File: src/rtl/btn_conditioner_pkg.sv
// Shared defaults and width helper for the button conditioner.
package btn_conditioner_pkg;

  localparam int unsigned DEF_N_BTN       = 5;
  localparam int unsigned DEF_DB_CYCLES   = 100000;
  localparam int unsigned DEF_HOLD_CYCLES = 50000000;
  localparam int unsigned DEF_RPT_CYCLES  = 10000000;

  // Bits needed to hold any value 0..max_val (clog2(max_val+1), at least 1).
  function automatic int unsigned cnt_width(input int unsigned max_val);
    if (max_val < 1) begin
      return 1;
    end
    return $clog2(max_val + 1);
  endfunction

endpackage

File: src/rtl/btn_conditioner_channel.sv
// One button channel: 2-flop synchronizer, debounce, long-press and auto-repeat.
module btn_channel
  import btn_conditioner_pkg::*;
#(
  parameter int unsigned DB_CYCLES   = DEF_DB_CYCLES,
  parameter int unsigned HOLD_CYCLES = DEF_HOLD_CYCLES,
  parameter int unsigned RPT_CYCLES  = DEF_RPT_CYCLES
) (
  input  logic i_clk,
  input  logic i_rst_n,
  input  logic i_btn,
  output logic o_level,
  output logic o_press,
  output logic o_release,
  output logic o_long,
  output logic o_repeat
);

  localparam int unsigned DB_W   = cnt_width(DB_CYCLES - 1);
  localparam int unsigned HOLD_W = cnt_width(HOLD_CYCLES + RPT_CYCLES);
  localparam int unsigned RPT_W  = cnt_width(RPT_CYCLES);

  localparam logic [DB_W-1:0]   DB_LAST  = DB_W'(DB_CYCLES - 1);
  localparam logic [HOLD_W-1:0] HOLD_MAX = HOLD_W'(HOLD_CYCLES);
  localparam logic [RPT_W-1:0]  RPT_LAST = RPT_W'((RPT_CYCLES == 0) ? 0 : RPT_CYCLES - 1);
  localparam bit                RPT_EN   = (RPT_CYCLES != 0);

  logic              sync1_q, sync1_d;
  logic              sync2_q, sync2_d;
  logic [DB_W-1:0]   db_cnt_q, db_cnt_d;
  logic              level_q, level_d;
  logic              press_q, press_d;
  logic              release_q, release_d;
  logic [HOLD_W-1:0] hold_q, hold_d;
  logic [RPT_W-1:0]  rpt_q, rpt_d;
  logic              long_q, long_d;
  logic              repeat_q, repeat_d;

  // Next-state: synchronize, debounce the synchronized level, then track hold time.
  always_comb begin
    sync1_d   = i_btn;
    sync2_d   = sync1_q;
    db_cnt_d  = '0;
    level_d   = level_q;
    press_d   = 1'b0;
    release_d = 1'b0;
    hold_d    = '0;
    rpt_d     = '0;
    long_d    = 1'b0;
    repeat_d  = 1'b0;

    // A mismatch must persist DB_CYCLES consecutive cycles; any agreement restarts it.
    if (sync2_q != level_q) begin
      if (db_cnt_q == DB_LAST) begin
        level_d   = sync2_q;
        press_d   = sync2_q;
        release_d = ~sync2_q;
      end else begin
        db_cnt_d = db_cnt_q + 1'b1;
      end
    end

    // Hold counter reads 1 in the press cycle, saturates at HOLD_CYCLES;
    // repeats then run off their own wrapping sub-counter. Release clears all
    // in the same cycle o_release rises, so a repeat can never coincide with it.
    if (level_d) begin
      if (hold_q != HOLD_MAX) begin
        hold_d = hold_q + 1'b1;
        long_d = (hold_d == HOLD_MAX);
      end else begin
        hold_d = hold_q;
        if (RPT_EN) begin
          if (rpt_q == RPT_LAST) begin
            rpt_d    = '0;
            repeat_d = 1'b1;
          end else begin
            rpt_d = rpt_q + 1'b1;
          end
        end
      end
    end
  end

  // State and output registers, all cleared by asynchronous reset.
  always_ff @(posedge i_clk or negedge i_rst_n) begin
    if (!i_rst_n) begin
      sync1_q   <= 1'b0;
      sync2_q   <= 1'b0;
      db_cnt_q  <= '0;
      level_q   <= 1'b0;
      press_q   <= 1'b0;
      release_q <= 1'b0;
      hold_q    <= '0;
      rpt_q     <= '0;
      long_q    <= 1'b0;
      repeat_q  <= 1'b0;
    end else begin
      sync1_q   <= sync1_d;
      sync2_q   <= sync2_d;
      db_cnt_q  <= db_cnt_d;
      level_q   <= level_d;
      press_q   <= press_d;
      release_q <= release_d;
      hold_q    <= hold_d;
      rpt_q     <= rpt_d;
      long_q    <= long_d;
      repeat_q  <= repeat_d;
    end
  end

  assign o_level   = level_q;
  assign o_press   = press_q;
  assign o_release = release_q;
  assign o_long    = long_q;
  assign o_repeat  = repeat_q;

endmodule

File: src/rtl/btn_conditioner.sv
// Multi-channel button conditioner: one independent btn_channel per input bit.
module btn_conditioner
  import btn_conditioner_pkg::*;
#(
  parameter int unsigned N_BTN       = DEF_N_BTN,
  parameter int unsigned DB_CYCLES   = DEF_DB_CYCLES,
  parameter int unsigned HOLD_CYCLES = DEF_HOLD_CYCLES,
  parameter int unsigned RPT_CYCLES  = DEF_RPT_CYCLES
) (
  input  logic             i_clk,
  input  logic             i_rst_n,
  input  logic [N_BTN-1:0] i_btn,
  output logic [N_BTN-1:0] o_level,
  output logic [N_BTN-1:0] o_press,
  output logic [N_BTN-1:0] o_release,
  output logic [N_BTN-1:0] o_long,
  output logic [N_BTN-1:0] o_repeat
);

  // One fully independent conditioner per button bit.
  for (genvar k = 0; k < N_BTN; k++) begin : g_ch
    btn_channel #(
      .DB_CYCLES  (DB_CYCLES),
      .HOLD_CYCLES(HOLD_CYCLES),
      .RPT_CYCLES (RPT_CYCLES)
    ) u_ch (
      .i_clk    (i_clk),
      .i_rst_n  (i_rst_n),
      .i_btn    (i_btn[k]),
      .o_level  (o_level[k]),
      .o_press  (o_press[k]),
      .o_release(o_release[k]),
      .o_long   (o_long[k]),
      .o_repeat (o_repeat[k])
    );
  end

endmodule

File: config.mk
export PLATFORM = sky130hd
export DESIGN_NAME = btn_conditioner
export DESIGN_NICKNAME = d
export VERILOG_FILES = /design/src/rtl/btn_conditioner_pkg.sv /design/src/rtl/btn_conditioner_channel.sv /design/src/rtl/btn_conditioner.sv
export SDC_FILE = /design/constraint.sdc
export NUM_CORES = 1
export LEC_CHECK = 0
export BUFFER_PORTS_ARGS = -buffer_cell sky130_fd_sc_hd__buf_2
export CORE_UTILIZATION = 51
export DETAILED_ROUTE_END_ITERATION = 12
export PLACE_DENSITY = 0.79
export SLEW_MARGIN = 40
export SYNTH_ARGS = -nofsm -noshare
export SYNTH_HDL_FRONTEND = slang
export SYNTH_SLANG_ARGS = --single-unit
File: constraint.sdc
create_clock -name i_clk -period 2.3 [get_ports i_clk]
set_input_delay 0.115 -clock i_clk [delete_from_list [all_inputs] [get_ports i_clk]]
set_output_delay 0.115 -clock i_clk [all_outputs]
set_load 0.05 [all_outputs]
# [After elaboration in Yosys (flattened, before gate mapping)]
# Index checks and enable logic that the tools add are counted.
[totals] word_cells=190 reg_bits=370 in_bits=7
[op_classes] muxes=90 add_sub_neg=15 eq_ne=30 bitwise_logic=5
[ops] cell="24-bit 2-to-1 mux" n=15
[ops] cell="26-bit 2-to-1 mux" n=10
[ops] cell="17-bit 2-to-1 mux" n=10
[ops] cell="26-bit by 1-bit adder with 26-bit output, second input constant" n=5
[ops] cell="26-bit equality test, second input constant" n=5
[ops] cell="26-bit != test, second input constant" n=5
[ops] cell="24-bit by 1-bit adder with 24-bit output, second input constant" n=5
[ops] cell="24-bit equality test, second input constant" n=5
[ops] cell="17-bit by 1-bit adder with 17-bit output, second input constant" n=5
[ops] cell="17-bit equality test, second input constant" n=5
[ops] cell="1-bit 2-to-1 mux" n=55
[ops] cell="2-bit != test, second input constant" n=5
[ops] cell="1-bit != test" n=5
[ops] cell="1-bit inverter" n=5

# [Logic depth before layout (Yosys ltp)]
[logic_depth] depth_word=4 mapped_depth=9

# [Modules after synthesis]
# A second synthesis with hierarchy kept.
[hier_totals] hier_cells=2017 hier_area_um2=19663.9
[modules_own_cells] mod="btn_channel at g_ch[0].u_ch ..." area_per_inst_um2=3936.3 seq_area_each_um2=1851.8 instances=4 cells_per_inst=403
[modules_own_cells] mod="btn_channel at g_ch[1].u_ch" area_per_inst_um2=3918.8 seq_area_each_um2=1851.8 instances=1 cells_per_inst=405

# [Worst setup path before layout]
# OpenSTA, ideal clock, no wires.
[synth_timing] path_type="register -> register" start="register g_ch[0].u_ch.hold_q[0]" end="register g_ch[0].u_ch.long_q" path_slack_ps=-129 period_less_slack_ps=2429 t_arrival_ps=2362 stages_incl_launch_ff=8 cell_sequence="dfrtp_1 > ha_1 > nand3_1 > or4_4 > nor3_1 > nand3_1 > a2111oi_0 > o311a_1"
[synth_via] elab_chain_cells=4 word_cells_on_any_way=5 classes_between="add/sub (1); eq/ne (2); mux (2)"
[synth_rtl] element="start: declaration" line_no="btn_conditioner_channel.sv:34" text="logic [HOLD_W-1:0] hold_q, hold_d;"
[synth_rtl] element="start signal: assignment" line_no="btn_conditioner_channel.sv:104" text="hold_q <= hold_d;"
[synth_rtl] element="26-bit by 1-bit adder with 26-bit output" line_no="btn_conditioner_channel.sv:68" text="hold_d = hold_q + 1'b1;"
[synth_rtl] element="26-bit equality test" line_no="btn_conditioner_channel.sv:69" text="long_d = (hold_d == HOLD_MAX);"
[synth_rtl] element="1-bit 2-to-1 mux (*)" line_no="btn_conditioner_channel.sv:67" text="if (hold_q != HOLD_MAX) begin"
[synth_rtl] element="1-bit 2-to-1 mux (*)" line_no="btn_conditioner_channel.sv:66" text="if (level_d) begin"
[synth_rtl] element="net g_ch[0].u_ch.long_d" line_no="btn_conditioner_channel.sv:36" text="logic long_q, long_d;"
[synth_rtl] element="end signal: assignment" line_no="btn_conditioner_channel.sv:106" text="long_q <= long_d;"
[synth_rtl] element="end: declaration" line_no="btn_conditioner_channel.sv:36"
# The timed path passes the listed nets; every way through them passes the cells marked *.
# A chain may end at the register's enable or synchronous reset.

# [Worst setup path after layout]
[layout_timing] start="register g_ch[0].u_ch.hold_q[1]" end="register g_ch[0].u_ch.long_q"
# The elaborated chain is that of the path after synthesis.

==> results.py <==
metrics = {
    "status": {
        "status": "finished clean",
    },
    "clocking": {
        "clk_latency_ns": 0.56,
        "cts_root_buf": "clkbuf_16",
        "htree_num_levels": 2,
        "cts_tree": "yes",
        "cts.sinks": 370,
        "clock_path_buffers": 3,
        "clk_pin_slew_ns": 0.06,
        "numCtsBuffers": 42,
    },
    "global_route": {
        "grt_max_degree": 71,
        "grt_pass1_wl_microns": 67000,
        "grt_usage_pct": 20.7,
        "antenna_found_initial": 0,
        "grt-ovfl-total": 0,
        "grt_pass1_vias": 14600,
    },
    "synth": {
        "syn_nets": 2049,
        "syn_inst": 2017,
        "synth.distinct_cells": 64,
        "synthesis.area_sq_um": 19000,
        "yosys_warnings": 0,
        "synth_ff_type": "dfrtp_1",
        "avgSynthCellArea_sq_um": 9.43,
        "synth_edf_count": 0,
        "yosysTopAreaCellShare_pct": 48.7,
        "synth-seq-cells": 370,
        "synth-async-reset-ratio_pct": 100,
        "yosys-top-cells-area": "dfrtp_1, xor2_1, nor2_1",
        "seq_area_frac_synth_pct": 48.7,
        "synth_top_area_cell": "dfrtp_1",
    },
    "sta": {
        "hold_viol_final": 0,
        "rsz0062_at_grt": "true",
        "relSlewSlack_pct": 56.6,
        "setup_ws_ns": 0.00783,
        "slew_violations": 0,
        "fin_skew_ns": 0.0187,
        "holdWs_ns": 0.101,
        "timing.fmax_ghz": 0.436,
        "fin_crit_sh_pct": 99.7,
        "tightest_slew_ns": 0.645,
        "tns_ns": 0,
        "finalSetupViolations": 0,
        "finalCriticalPeriod_ns": 2.29,
    },
    "critical_path": {
        "worstPathRequired_ns": 2.74,
        "worstPathMaxFanout": 5,
        "crit_family": "simple AND/OR/NAND/NOR gates",
        "arrival_ns": 2.73,
        "r2r_slack_ns": 0.008,
        "path_cells": "ha_2, nand3_2, or4_4, or3_4, a21oi_2, nor2_1, o311a_1",
        "slowest_delay_ns": 0.59,
        "path_class": "flip-flop to flip-flop",
        "critPathLaunchType": "flip-flop",
        "crit_buf_inv": 0,
        "critPathSlowestCell": "or4_4",
        "cp-end-kind": "flip-flop",
    },
    "floorplan": {
        "rows": 70,
        "io_pins": 32,
        "start_util_pct": 52.0,
        "core_area_sq_um": 36600,
        "die-area_sq_um": 38100,
        "die_x_microns": 195,
        "dieHeight_microns": 195,
    },
    "finish": {
        "drive_above_1_share_pct": 14.8,
        "diodes": 0,
        "fillCellCount": 2887,
        "nets": 2186,
        "mostFrequentLayoutCell": "nor2_1",
        "fin_area_sq_um": 22300,
        "syn_to_final_growth_pct": 17.3,
        "layout_common_cells": "nor2_1, dfrtp_1, xor2_1",
    },
    "place": {
        "dp_hpwl_microns": 25700,
        "port_buffers": 31,
        "placed_area_sq_um": 20400,
        "place.gp.congestion": 0.893,
        "place_ws_ns": -0.0810,
    },
    "route": {
        "vias_per_cell": 5.49,
        "drtIter0Drc": 895,
        "num_vias": 14600,
        "firstDrtPassIters": 5,
        "drc": 0,
        "routed_wl_microns": 38500,
        "wl_per_cell_microns": 14.5,
        "antenna_left": 0,
    },
    "power": {
        "p_leak_nw": 9.32,
        "vdd_drop_max_v": 0.000440,
        "p_per_area_nw_per_um2": 620,
    },
    "worst_hold_path": {
        "hp-class": "primary input to asynchronous set/reset pin",
    },
    "run": {
        "drv_cap": 0,
    },
}
## cell families (layout without fill, tap and decap cells)
| family | count (synthesis) | after routing | synth area share [%] |
|---|---|---|---|
| xor+xnor | 318 | 318 | 14.6 |
| simple gates | 1080 | 1082 | 28.4 |
| fa+ha+maj | 25 | 25 | 1.64 |
| flops | 370 | 370 | 48.7 |
| mux | 8 | 8 | 0.421 |
| buf+inv | 139 | 305 | 3.50 |
| compound gates | 77 | 80 | 2.68 |
## per-layer routing
layer	track usage (%)	vias to the layer above	wire length (microns)
li1	-	7130	-
met1	26.7	7127	17300
met2	35.6	241	19000
met3	2.99	71	1240
met4	7.06	0	892
met5	0	-	0
## final cells by class
type | count | area [sq um] | area share [%]
repair buffers | 179 | 1390 | 6.21
flip-flops and latches | 370 | 9260 | 41.5
clock inverters | 20 | 216 | 0.970
well taps | 468 | 586 | 2.62
clock buffers | 58 | 1270 | 5.71
inverters | 48 | 180 | 0.807
multi-input cells | 1513 | 9410 | 42.2
## registers in the layout (all words and copies together), names as in the netlist
register and flops:
g_ch.u_ch.o_long 5, g_ch.u_ch.o_release 5, g_ch.u_ch.rpt_q 120, g_ch.u_ch.o_repeat 5, g_ch.u_ch.o_level 5, g_ch.u_ch.hold_q 130
g_ch.u_ch.db_cnt_q 85, g_ch.u_ch.o_press 5, g_ch.u_ch.sync2_q 5, g_ch.u_ch.sync1_q 5
## worst register-to-register path, stage by stage (launching register included)
cell     delay, ns
dfrtp_1       0.41
ha_2          0.21
nand3_2       0.09
or4_4         0.59
or3_4         0.39
a21oi_2       0.13
nor2_1        0.05
o311a_1       0.32
## where the power goes
group | switching [mW] | leakage (nW) | internal, mW
registers | 0.0287 | 5.13 | 6.54
clock network | 2.69 | 0.731 | 4.33
logic | 0.174 | 3.45 | 0.0648
total | 2.89 | 9.32 | 10.9
## through the flow
stage | utilization [%] | cells | power [mW]
after global placement | 55.7 | 2558 | 6.92
after detailed placement | 55.7 | 2558 | 6.93
after global routing | 61.0 | 2656 | 14.3
final | 61.0 | 2656 | 13.8
after floorplan | - | 2017 | 6.74
after CTS | 60.1 | 2644 | 14.0
## worst paths after layout
path / from / end / depth (start not counted)
worst max register to register: g_ch[0].u_ch.hold_q[1] / g_ch[0].u_ch.o_long / 7
worst min-delay path: i_rst_n / g_ch[4].u_ch.hold_q[21] / 2
worst min register to register: g_ch[2].u_ch.sync1_q / g_ch[2].u_ch.sync2_q / 0
min in group i_clk: i_btn[0] / g_ch[0].u_ch.sync1_q / 2
worst max-delay path: g_ch[0].u_ch.hold_q[1] / g_ch[0].u_ch.o_long / 7
max in group asynchronous: i_rst_n / g_ch[0].u_ch.hold_q[23] / 3
## synthesized netlist by cell type (4+ instances only)
master and count:
nand2b_1 12, a2111oi_0 4, nand3_1 129, xor2_1 178, a21oi_1 22, buf_4 25
and3_1 53, mux2i_1 8, and2_1 11, or4_1 8, a211o_1 4, or2_2 12
and4_1 23, inv_1 48, o21ai_0 15, or3_1 20, nor4_1 32, or4b_2 4
nor2b_1 8, nor2_1 406, nor3b_1 17, buf_6 4, ha_1 25, nand4_1 85
clkbuf_1 46, nand2_1 150, nor4b_1 13, a31oi_1 11, nor4bb_1 11, nor3_1 60
xnor2_1 140, buf_2 14, dfrtp_1 370
## repair_timing
item / CTS / global route
hold endpoints to repair: 77 / 0
hold buffers: 6 / 0
setup endpoints to repair: 37 / 108
gates resized for setup: 12 / 48
gates cloned: 1 / 4
buffers inserted: 1 / 8
pin swaps: 2 / 22
Power figures use the tool's default switching activity.
